--- src/rtl/fss_i2c_pkg.sv ---
// Shared I2C definitions for the FSS on-chip I2C peers.
//   i2c_state_e  : target FSM states
//   I2C_ACK/NACK : level of the ninth (acknowledge) bit
//   I2C_RW_WRITE : value of the R/W bit that selects a write transfer
//   drive_low()  : open-drain mapping from a bit value to the pull-low enable
package fss_i2c_pkg;

    typedef enum logic [3:0] {
        IDLE,
        ADDR,
        ADDR_ACK,
        PTR,
        PTR_ACK,
        WRITE,
        WRITE_ACK,
        READ,
        MACK,
        WAIT_STOP
    } i2c_state_e;

    localparam logic I2C_ACK      = 1'b0;
    localparam logic I2C_NACK     = 1'b1;
    localparam logic I2C_RW_WRITE = 1'b0;

    // Open drain: only a 0 is driven, a 1 is produced by releasing the line.
    function automatic logic drive_low(input logic bit_val);
        return (bit_val == 1'b0);
    endfunction

endpackage

--- src/rtl/i2c_line_sync.sv ---
// Synchronises the asynchronous SCL/SDA pins and detects bus events.
// Ports:
//   clk, rst_n            : system clock, asynchronous active-low reset
//   scl, sda              : raw bus levels
//   scl_rise, scl_fall    : one-cycle pulses on synchronised SCL edges
//   start_det, stop_det   : one-cycle pulses for START / STOP conditions
//   sda_level             : synchronised SDA, aligned with the pulses above
// Every output appears P_SYNC_STAGES+1 clocks after the pin change.
module i2c_line_sync #(
    parameter int P_SYNC_STAGES = 2
) (
    input  logic clk,
    input  logic rst_n,
    input  logic scl,
    input  logic sda,
    output logic scl_rise,
    output logic scl_fall,
    output logic start_det,
    output logic stop_det,
    output logic sda_level
);

    logic [P_SYNC_STAGES-1:0] scl_sync_reg;
    logic [P_SYNC_STAGES-1:0] sda_sync_reg;
    logic [P_SYNC_STAGES:0]   scl_sync_next;
    logic [P_SYNC_STAGES:0]   sda_sync_next;
    logic scl_s;
    logic sda_s;
    logic scl_prev_reg;
    logic sda_prev_reg;
    logic scl_rise_reg;
    logic scl_fall_reg;
    logic start_reg;
    logic stop_reg;
    logic sda_level_reg;

    // One bit wider so the shift also works for a single-stage synchroniser.
    assign scl_sync_next = {scl_sync_reg, scl};
    assign sda_sync_next = {sda_sync_reg, sda};
    assign scl_s = scl_sync_reg[P_SYNC_STAGES-1];
    assign sda_s = sda_sync_reg[P_SYNC_STAGES-1];

    // Flops reset to the idle bus level (both high) so leaving reset on an
    // idle bus produces no spurious edge, START or STOP.
    always_ff @(posedge clk or negedge rst_n) begin
        if (!rst_n) begin
            scl_sync_reg  <= '1;
            sda_sync_reg  <= '1;
            scl_prev_reg  <= 1'b1;
            sda_prev_reg  <= 1'b1;
            scl_rise_reg  <= 1'b0;
            scl_fall_reg  <= 1'b0;
            start_reg     <= 1'b0;
            stop_reg      <= 1'b0;
            sda_level_reg <= 1'b1;
        end else begin
            scl_sync_reg  <= scl_sync_next[P_SYNC_STAGES-1:0];
            sda_sync_reg  <= sda_sync_next[P_SYNC_STAGES-1:0];
            scl_prev_reg  <= scl_s;
            sda_prev_reg  <= sda_s;
            scl_rise_reg  <= scl_s & ~scl_prev_reg;
            scl_fall_reg  <= ~scl_s & scl_prev_reg;
            // SCL must be high both before and after the SDA transition.
            start_reg     <= scl_s & scl_prev_reg & ~sda_s & sda_prev_reg;
            stop_reg      <= scl_s & scl_prev_reg & sda_s & ~sda_prev_reg;
            sda_level_reg <= sda_s;
        end
    end

    assign scl_rise  = scl_rise_reg;
    assign scl_fall  = scl_fall_reg;
    assign start_det = start_reg;
    assign stop_det  = stop_reg;
    assign sda_level = sda_level_reg;

endmodule

--- src/rtl/i2c_target_regs.sv ---
// I2C target exposing a byte-wide register bank with register-pointer
// addressing. First byte after the address sets the pointer, further write
// bytes land at the pointer (auto-increment); reads stream from the pointer.
// Ports:
//   I_CLK, I_NRESET   : system clock, asynchronous active-low reset
//   I_SCL, I_SDA      : asynchronous bus levels
//   O_SDA_PULL_LOW    : open-drain enable for SDA (1 = pull low)
//   O_BUSY            : addressed transaction in progress
//   O_WRITE_STROBE    : one-cycle pulse per register written
//   O_WRITE_ADDRESS   : register index of that write
//   O_WRITE_DATA      : byte written
module i2c_target_regs
    import fss_i2c_pkg::*;
#(
    parameter logic [6:0] P_TARGET_ADDRESS    = 7'h42,
    parameter int         P_NUM_REGS          = 16,
    parameter int         P_REG_ADDRESS_WIDTH = 4,
    parameter int         P_SYNC_STAGES       = 2
) (
    input  logic                           I_CLK,
    input  logic                           I_NRESET,
    input  logic                           I_SCL,
    input  logic                           I_SDA,
    output logic                           O_SDA_PULL_LOW,
    output logic                           O_BUSY,
    output logic                           O_WRITE_STROBE,
    output logic [P_REG_ADDRESS_WIDTH-1:0] O_WRITE_ADDRESS,
    output logic [7:0]                     O_WRITE_DATA
);

    localparam logic [P_REG_ADDRESS_WIDTH-1:0] PTR_ONE = 1;

    logic scl_rise;
    logic scl_fall;
    logic start_det;
    logic stop_det;
    logic sda_level;

    i2c_line_sync #(
        .P_SYNC_STAGES(P_SYNC_STAGES)
    ) u_line_sync (
        .clk       (I_CLK),
        .rst_n     (I_NRESET),
        .scl       (I_SCL),
        .sda       (I_SDA),
        .scl_rise  (scl_rise),
        .scl_fall  (scl_fall),
        .start_det (start_det),
        .stop_det  (stop_det),
        .sda_level (sda_level)
    );

    i2c_state_e                     state_reg,   state_next;
    logic [3:0]                     bit_cnt_reg, bit_cnt_next;
    logic [7:0]                     shift_reg,   shift_next;
    logic [P_REG_ADDRESS_WIDTH-1:0] ptr_reg,     ptr_next;
    logic                           pull_reg,    pull_next;
    logic                           busy_reg,    busy_next;
    logic                           mack_ok_reg, mack_ok_next;
    logic                           strobe_reg,  strobe_next;
    logic [P_REG_ADDRESS_WIDTH-1:0] waddr_reg,   waddr_next;
    logic [7:0]                     wdata_reg,   wdata_next;
    logic [7:0]                     reg_bank_reg [P_NUM_REGS];

    logic [7:0] rx_byte;
    logic [7:0] rd_byte;

    // Byte as it will look once the bit sampled this cycle is shifted in.
    assign rx_byte = {shift_reg[6:0], sda_level};
    assign rd_byte = reg_bank_reg[ptr_reg];

    always_ff @(posedge I_CLK or negedge I_NRESET) begin
        if (!I_NRESET) begin
            state_reg   <= IDLE;
            bit_cnt_reg <= '0;
            shift_reg   <= '0;
            ptr_reg     <= '0;
            pull_reg    <= 1'b0;
            busy_reg    <= 1'b0;
            mack_ok_reg <= 1'b0;
            strobe_reg  <= 1'b0;
            waddr_reg   <= '0;
            wdata_reg   <= '0;
        end else begin
            state_reg   <= state_next;
            bit_cnt_reg <= bit_cnt_next;
            shift_reg   <= shift_next;
            ptr_reg     <= ptr_next;
            pull_reg    <= pull_next;
            busy_reg    <= busy_next;
            mack_ok_reg <= mack_ok_next;
            strobe_reg  <= strobe_next;
            waddr_reg   <= waddr_next;
            wdata_reg   <= wdata_next;
        end
    end

    // Register bank is committed from the registered strobe, one cycle after
    // the last data bit; nothing can read it that soon.
    always_ff @(posedge I_CLK or negedge I_NRESET) begin
        if (!I_NRESET) begin
            for (int i = 0; i < P_NUM_REGS; i++) begin
                reg_bank_reg[i] <= 8'h00;
            end
        end else if (strobe_reg) begin
            reg_bank_reg[waddr_reg] <= wdata_reg;
        end
    end

    always_comb begin
        state_next   = state_reg;
        bit_cnt_next = bit_cnt_reg;
        shift_next   = shift_reg;
        ptr_next     = ptr_reg;
        pull_next    = pull_reg;
        busy_next    = busy_reg;
        mack_ok_next = mack_ok_reg;
        strobe_next  = 1'b0;
        waddr_next   = waddr_reg;
        wdata_next   = wdata_reg;

        if (stop_det) begin
            state_next   = IDLE;
            bit_cnt_next = '0;
            pull_next    = 1'b0;
            busy_next    = 1'b0;
            mack_ok_next = 1'b0;
        end else if (start_det) begin
            state_next   = ADDR;
            bit_cnt_next = '0;
            pull_next    = 1'b0;
            busy_next    = 1'b0;
            mack_ok_next = 1'b0;
        end else begin
            unique case (state_reg)
                IDLE, WAIT_STOP: begin
                end

                ADDR: begin
                    if (scl_rise) begin
                        shift_next   = rx_byte;
                        bit_cnt_next = bit_cnt_reg + 4'd1;
                        if (bit_cnt_reg == 4'd7) begin
                            bit_cnt_next = '0;
                            if (rx_byte[7:1] == P_TARGET_ADDRESS) begin
                                state_next = ADDR_ACK;
                                busy_next  = 1'b1;
                            end else begin
                                state_next = IDLE;
                            end
                        end
                    end
                end

                // ACK states: SDA is always released on entry, so pull_reg
                // doubles as the phase flag. First falling edge drives the
                // ACK, second one ends it.
                ADDR_ACK: begin
                    if (scl_fall) begin
                        if (!pull_reg) begin
                            pull_next = drive_low(I2C_ACK);
                        end else if (shift_reg[0] == I2C_RW_WRITE) begin
                            pull_next  = 1'b0;
                            state_next = PTR;
                        end else begin
                            // First read bit goes out on this same edge.
                            shift_next   = rd_byte;
                            pull_next    = drive_low(rd_byte[7]);
                            bit_cnt_next = '0;
                            state_next   = READ;
                        end
                    end
                end

                PTR: begin
                    if (scl_rise) begin
                        shift_next   = rx_byte;
                        bit_cnt_next = bit_cnt_reg + 4'd1;
                        if (bit_cnt_reg == 4'd7) begin
                            bit_cnt_next = '0;
                            ptr_next     = rx_byte[P_REG_ADDRESS_WIDTH-1:0];
                            state_next   = PTR_ACK;
                        end
                    end
                end

                PTR_ACK: begin
                    if (scl_fall) begin
                        if (!pull_reg) begin
                            pull_next = drive_low(I2C_ACK);
                        end else begin
                            pull_next  = 1'b0;
                            state_next = WRITE;
                        end
                    end
                end

                WRITE: begin
                    if (scl_rise) begin
                        shift_next   = rx_byte;
                        bit_cnt_next = bit_cnt_reg + 4'd1;
                        if (bit_cnt_reg == 4'd7) begin
                            bit_cnt_next = '0;
                            strobe_next  = 1'b1;
                            waddr_next   = ptr_reg;
                            wdata_next   = rx_byte;
                            state_next   = WRITE_ACK;
                        end
                    end
                end

                WRITE_ACK: begin
                    if (scl_fall) begin
                        if (!pull_reg) begin
                            pull_next = drive_low(I2C_ACK);
                        end else begin
                            pull_next  = 1'b0;
                            ptr_next   = ptr_reg + PTR_ONE;
                            state_next = WRITE;
                        end
                    end
                end

                // bit_cnt counts bits the initiator has sampled; the next
                // bit is shifted out on each falling edge until all 8 went.
                READ: begin
                    if (scl_rise) begin
                        bit_cnt_next = bit_cnt_reg + 4'd1;
                    end else if (scl_fall) begin
                        if (bit_cnt_reg == 4'd8) begin
                            bit_cnt_next = '0;
                            pull_next    = 1'b0;
                            state_next   = MACK;
                        end else begin
                            shift_next = {shift_reg[6:0], 1'b0};
                            pull_next  = drive_low(shift_reg[6]);
                        end
                    end
                end

                // The ACK is sampled on the rising edge, but the next byte
                // can only start on the following falling edge.
                MACK: begin
                    if (scl_rise) begin
                        if (sda_level == I2C_NACK) begin
                            busy_next  = 1'b0;
                            state_next = WAIT_STOP;
                        end else begin
                            ptr_next     = ptr_reg + PTR_ONE;
                            mack_ok_next = 1'b1;
                        end
                    end else if (scl_fall && mack_ok_reg) begin
                        mack_ok_next = 1'b0;
                        shift_next   = rd_byte;
                        pull_next    = drive_low(rd_byte[7]);
                        bit_cnt_next = '0;
                        state_next   = READ;
                    end
                end

                default: begin
                    state_next = IDLE;
                    pull_next  = 1'b0;
                    busy_next  = 1'b0;
                end
            endcase
        end
    end

    assign O_SDA_PULL_LOW  = pull_reg;
    assign O_BUSY          = busy_reg;
    assign O_WRITE_STROBE  = strobe_reg;
    assign O_WRITE_ADDRESS = waddr_reg;
    assign O_WRITE_DATA    = wdata_reg;

endmodule

--- config.mk ---
export PLATFORM = sky130hd
export DESIGN_NAME = i2c_target_regs
export DESIGN_NICKNAME = d
export VERILOG_FILES = /design/src/rtl/fss_i2c_pkg.sv /design/src/rtl/i2c_line_sync.sv /design/src/rtl/i2c_target_regs.sv
export SDC_FILE = /design/constraint.sdc
export NUM_CORES = 1
export LEC_CHECK = 0
export ABC_CLOCK_PERIOD_IN_PS = 2360
export CAP_MARGIN = 20
export CORE_MARGIN = 2
export CORE_UTILIZATION = 56
export CTS_CLUSTER_SIZE = 12
export DETAILED_ROUTE_END_ITERATION = 8
export PLACE_DENSITY = 0.87
export SKIP_CTS_REPAIR_TIMING = 1
export SLEW_MARGIN = 20
export SYNTH_ARGS = -nofsm -noshare
export SYNTH_HDL_FRONTEND = slang
export SYNTH_SLANG_ARGS = --single-unit
--- constraint.sdc ---
create_clock -name I_CLK -period 2.36 [get_ports I_CLK]
set_clock_uncertainty 0.2 [all_clocks]
set_input_delay 0.472 -clock I_CLK [delete_from_list [all_inputs] [get_ports I_CLK]]
set_output_delay 0.472 -clock I_CLK [all_outputs]
set_load 0.005 [all_outputs]
==> impl_results.md <==
* Element type at the critical path end: flop
* Residual DRC count at 0
* Ant diodes at 0
* Sequential fraction of the synthesis area at 52.8%
* Total grt overflow at 0
* YS warnings at 0
* Routed vias at 5,740
* Number of global-route vias before repair at 6,058
* CP arrival at 2.43 ns
* Critical Path Fanout Max at 5
* Drt first pass iters at 6
* Final Hold Violating Endpoints at 0
* Final net count at 704
* CTS tree: done
* Reg2Reg Setup Slack at 0.04 ns
* Overall power at 7.16 mW
* Static leakage at 4.57 nW
* Drt first-iter violations at 600
* R2r startpoint: ptr_reg[0]
* Post-Syn Area at 8220 um^2
* Die area at 15,700 um^2
* Clock slew at reported path FFs at 0.06 ns
* WHS Endpoint: u_line_sync.sda_sync_reg[1]
* Syn_area_per_cell at 13.1 um^2
* Initial core utilization at 57.0%
* CP Cell Sequence: buf_12 -> buf_12 -> mux4_2 -> mux4_2 -> a22oi_1 -> a21oi_1
* Port bufs at 18
* Detailed Route WL at 21.2 mm
* Final setup vio count at 0
* Internal Power at 5.24 mW
* Critical Path Slowest Stage Cell: mux4_2
* First-pass GRT wire length at 33.2 mm
* Setup WS post-layout at 0.0382 ns
* Sw Pwr at 1.93 mW
* Register area at 4340 um^2
* Max Slew Vio Count at 0
* Reg power frac at 44.4%
* Worst min path class: flop to flop
* Chip width at 125 um
* Place WS at 0.0341 ns
* Hold path startpoint: u_line_sync.sda_sync_reg[0]
* Filler cell count at 946
* Max clock buf depth at 2
* Area delta synth->final at 18.7%
* Placer Congestion at 0.917
* Antenna violations before repair at 0
* Sw frac at 26.9%
* #FFs+latches synth at 173
* RSZ-0062 raised after global routing: yes
* Period minus WS final at 2.32 ns
* Critical path class: flop to flop
* Hold Crit Depth at 0
* Pin count of the biggest net entering global routing at 59
* Net Count, Synth at 635
* Worst skew pair latency at 0.44 ns
* IO Count at 19
* Via-per-instance ratio at 6.43
* Post-synthesis cell count at 628
* RR Endpoint: shift_reg[2]
* Avg WL per Cell at 23.8 um
* Die Ht at 125 um
* Setup TNS at 0 ns
* Power Density at 734 nW/um^2
* Least-Margin Pin Slew at 0.604 ns
* Asr flop ratio synth at 100%
* Max reg flops at 128
* Worst path required time at 2.47 ns
* F_max at 431 MHz
* CTS buffer count at 17
* Share of layout cells above drive strength 1 at 41.2%
* Synth Flop Type: dfrtp_1
* Slew Limit Headroom at 59.7%
* Largest stage delay on the critical path at 0.49 ns
* Max VDD drop at 0.000701 V
* Clk sink count at 173
* Clock root cell: clkbuf_16
* Core area at 14,400 um^2
* Cell Area, Placed at 9010 um^2
* Fin area at 9760 um^2
* H-Tree Depth at 4
* Clock power frac at 40.9%
* Site Rows at 44
* Status: finished clean
* Comb power frac at 14.7%
* Antenna Violating Nets Remaining at 0
* CP startpoint kind: flop
* Synth unique cells at 51
* Multi-input gate area at 3690 um^2
* Max-cap violation count at 0
* Post-synth EDFFs at 0
* Fin crit share at 98.4%
* Post-detail-place hpwl at 14.0 mm
* GRT Total Usage at 28.0%
* FF-to-FF path depth at 6
cells in the mapped netlist, types with 3 or more instances:
| cell type | number | share of area [%] |
|---|---|---|
| nor2_1 | 38 | 1.7 |
| buf_2 | 11 | 0.67 |
| nand2_1 | 57 | 2.6 |
| clkbuf_1 | 29 | 1.3 |
| dfstp_2 | 6 | 1.9 |
| o22ai_1 | 3 | 0.23 |
| nand3_1 | 12 | 0.73 |
| mux2_2 | 129 | 18 |
| nor2b_1 | 9 | 0.68 |
| a211oi_1 | 4 | 0.37 |
| a22oi_1 | 6 | 0.55 |
| mux2i_1 | 8 | 0.97 |
| inv_1 | 8 | 0.37 |
| mux4_2 | 38 | 10 |
| nor3b_1 | 4 | 0.37 |
| dfrtp_1 | 167 | 51 |
| nand3b_1 | 8 | 0.73 |
| or3_1 | 5 | 0.38 |
| a21oi_1 | 19 | 1.2 |
| ha_1 | 3 | 0.46 |
| nand2b_1 | 8 | 0.61 |
| and3_1 | 4 | 0.30 |
| o21ai_0 | 15 | 0.91 |
power groups by stage:
| stage | clock network, mW | registers [mW] | logic (mW) |
|---|---|---|---|
| after global routing | 3.07 | 3.19 | 1.14 |
| after CTS | 2.96 | 3.17 | 1.01 |
| after detailed placement | 0 | 3.22 | 0.987 |
| final | 2.93 | 3.18 | 1.05 |
| after global placement | 0 | 3.22 | 0.952 |
| after floorplan | 0 | 3.16 | 0.655 |
cells by family (layout without fill, tap and decap cells):
kind of cell | count (synthesis) | after routing | synth area share [%]
mux | 175 | 175 | 29.1
compound gates | 66 | 66 | 5.34
flops | 173 | 173 | 52.8
fa+ha+maj | 3 | 3 | 0.457
simple gates | 160 | 160 | 9.65
buf+inv | 51 | 132 | 2.72
worst max path at each step:
stage	start	endpoint	slack [ns]	depth (start not counted)
floorplan	ptr_reg[0]	shift_reg[2]	0.05	6
global placement	ptr_reg[0]	shift_reg[1]	0.08	6
detailed placement	ptr_reg[0]	O_SDA_PULL_LOW	0.03	7
CTS	ptr_reg[0]	shift_reg[4]	-0.04	5
global route	ptr_reg[0]	shift_reg[1]	-0.009	6
finish	ptr_reg[0]	shift_reg[2]	0.04	6
placed cells by master (no fill, tap or decap), drive strengths merged, types with 2 or more instances in the layout:
| cell | n |
|---|---|
| a31oi | 2 |
| bufinv | 3 |
| o31ai | 2 |
| a22oi | 6 |
| a32oi | 2 |
| ha | 3 |
| nor2 | 39 |
| o211ai | 2 |
| nand3 | 12 |
| a21oi | 19 |
| dfrtp | 167 |
| nand2 | 57 |
| nor3 | 2 |
| o22ai | 3 |
| buf | 74 |
| nand3b | 8 |
| a311oi | 2 |
| nand2b | 8 |
| mux2 | 129 |
| nor4b | 2 |
| mux2i | 8 |
| dfstp | 6 |
| and4b | 2 |
| or3 | 5 |
| mux4 | 38 |
| o21ai | 15 |
| inv | 11 |
| nor2b | 9 |
| o22a | 2 |
| a211oi | 4 |
| nor3b | 4 |
| clkbuf | 21 |
| and3 | 5 |
| clkdlybuf4s50 | 17 |
| clkinv | 4 |
critical path, delay by kind of cell (launching register included):
family / cells / cell delay (ns)
mux: 2 / 0.96
buf+inv: 2 / 0.25
flops: 1 / 0.43
compound gates: 2 / 0.34
layout make-up:
type                       instances  share of cell area [%]
timing repair buffer              93                    8.77
clock inverter                    11                    1.62
inverter                           8                   0.308
tap                              184                    2.36
sequential                       173                    44.5
clock buffer                      20                    4.68
multi-input combinational        404                    37.8
layer usage:
layer  track usage (%)  part of all wire, %  routed length (um)
met1              35.5                   39                8220
met2              44.0                   49               10300
met3              6.08                  6.6                1400
met4              17.9                  6.0                1280
met5                 0                    0                   0
metrics by stage:
| stage | hold slack [ns] | util (%) | cells |
|---|---|---|---|
| 4_1_cts | -0.180 | 66.7 | 884 |
| 2_1_floorplan | -0.0236 | - | 628 |
| 5_1_grt | 0.163 | 67.6 | 893 |
| 3_5_place_dp | 0.149 | 62.5 | 853 |
| 6_report | 0.156 | 67.6 | 893 |
| 3_3_place_gp | 0.148 | 62.5 | 853 |
Power figures use the tool's default switching activity.
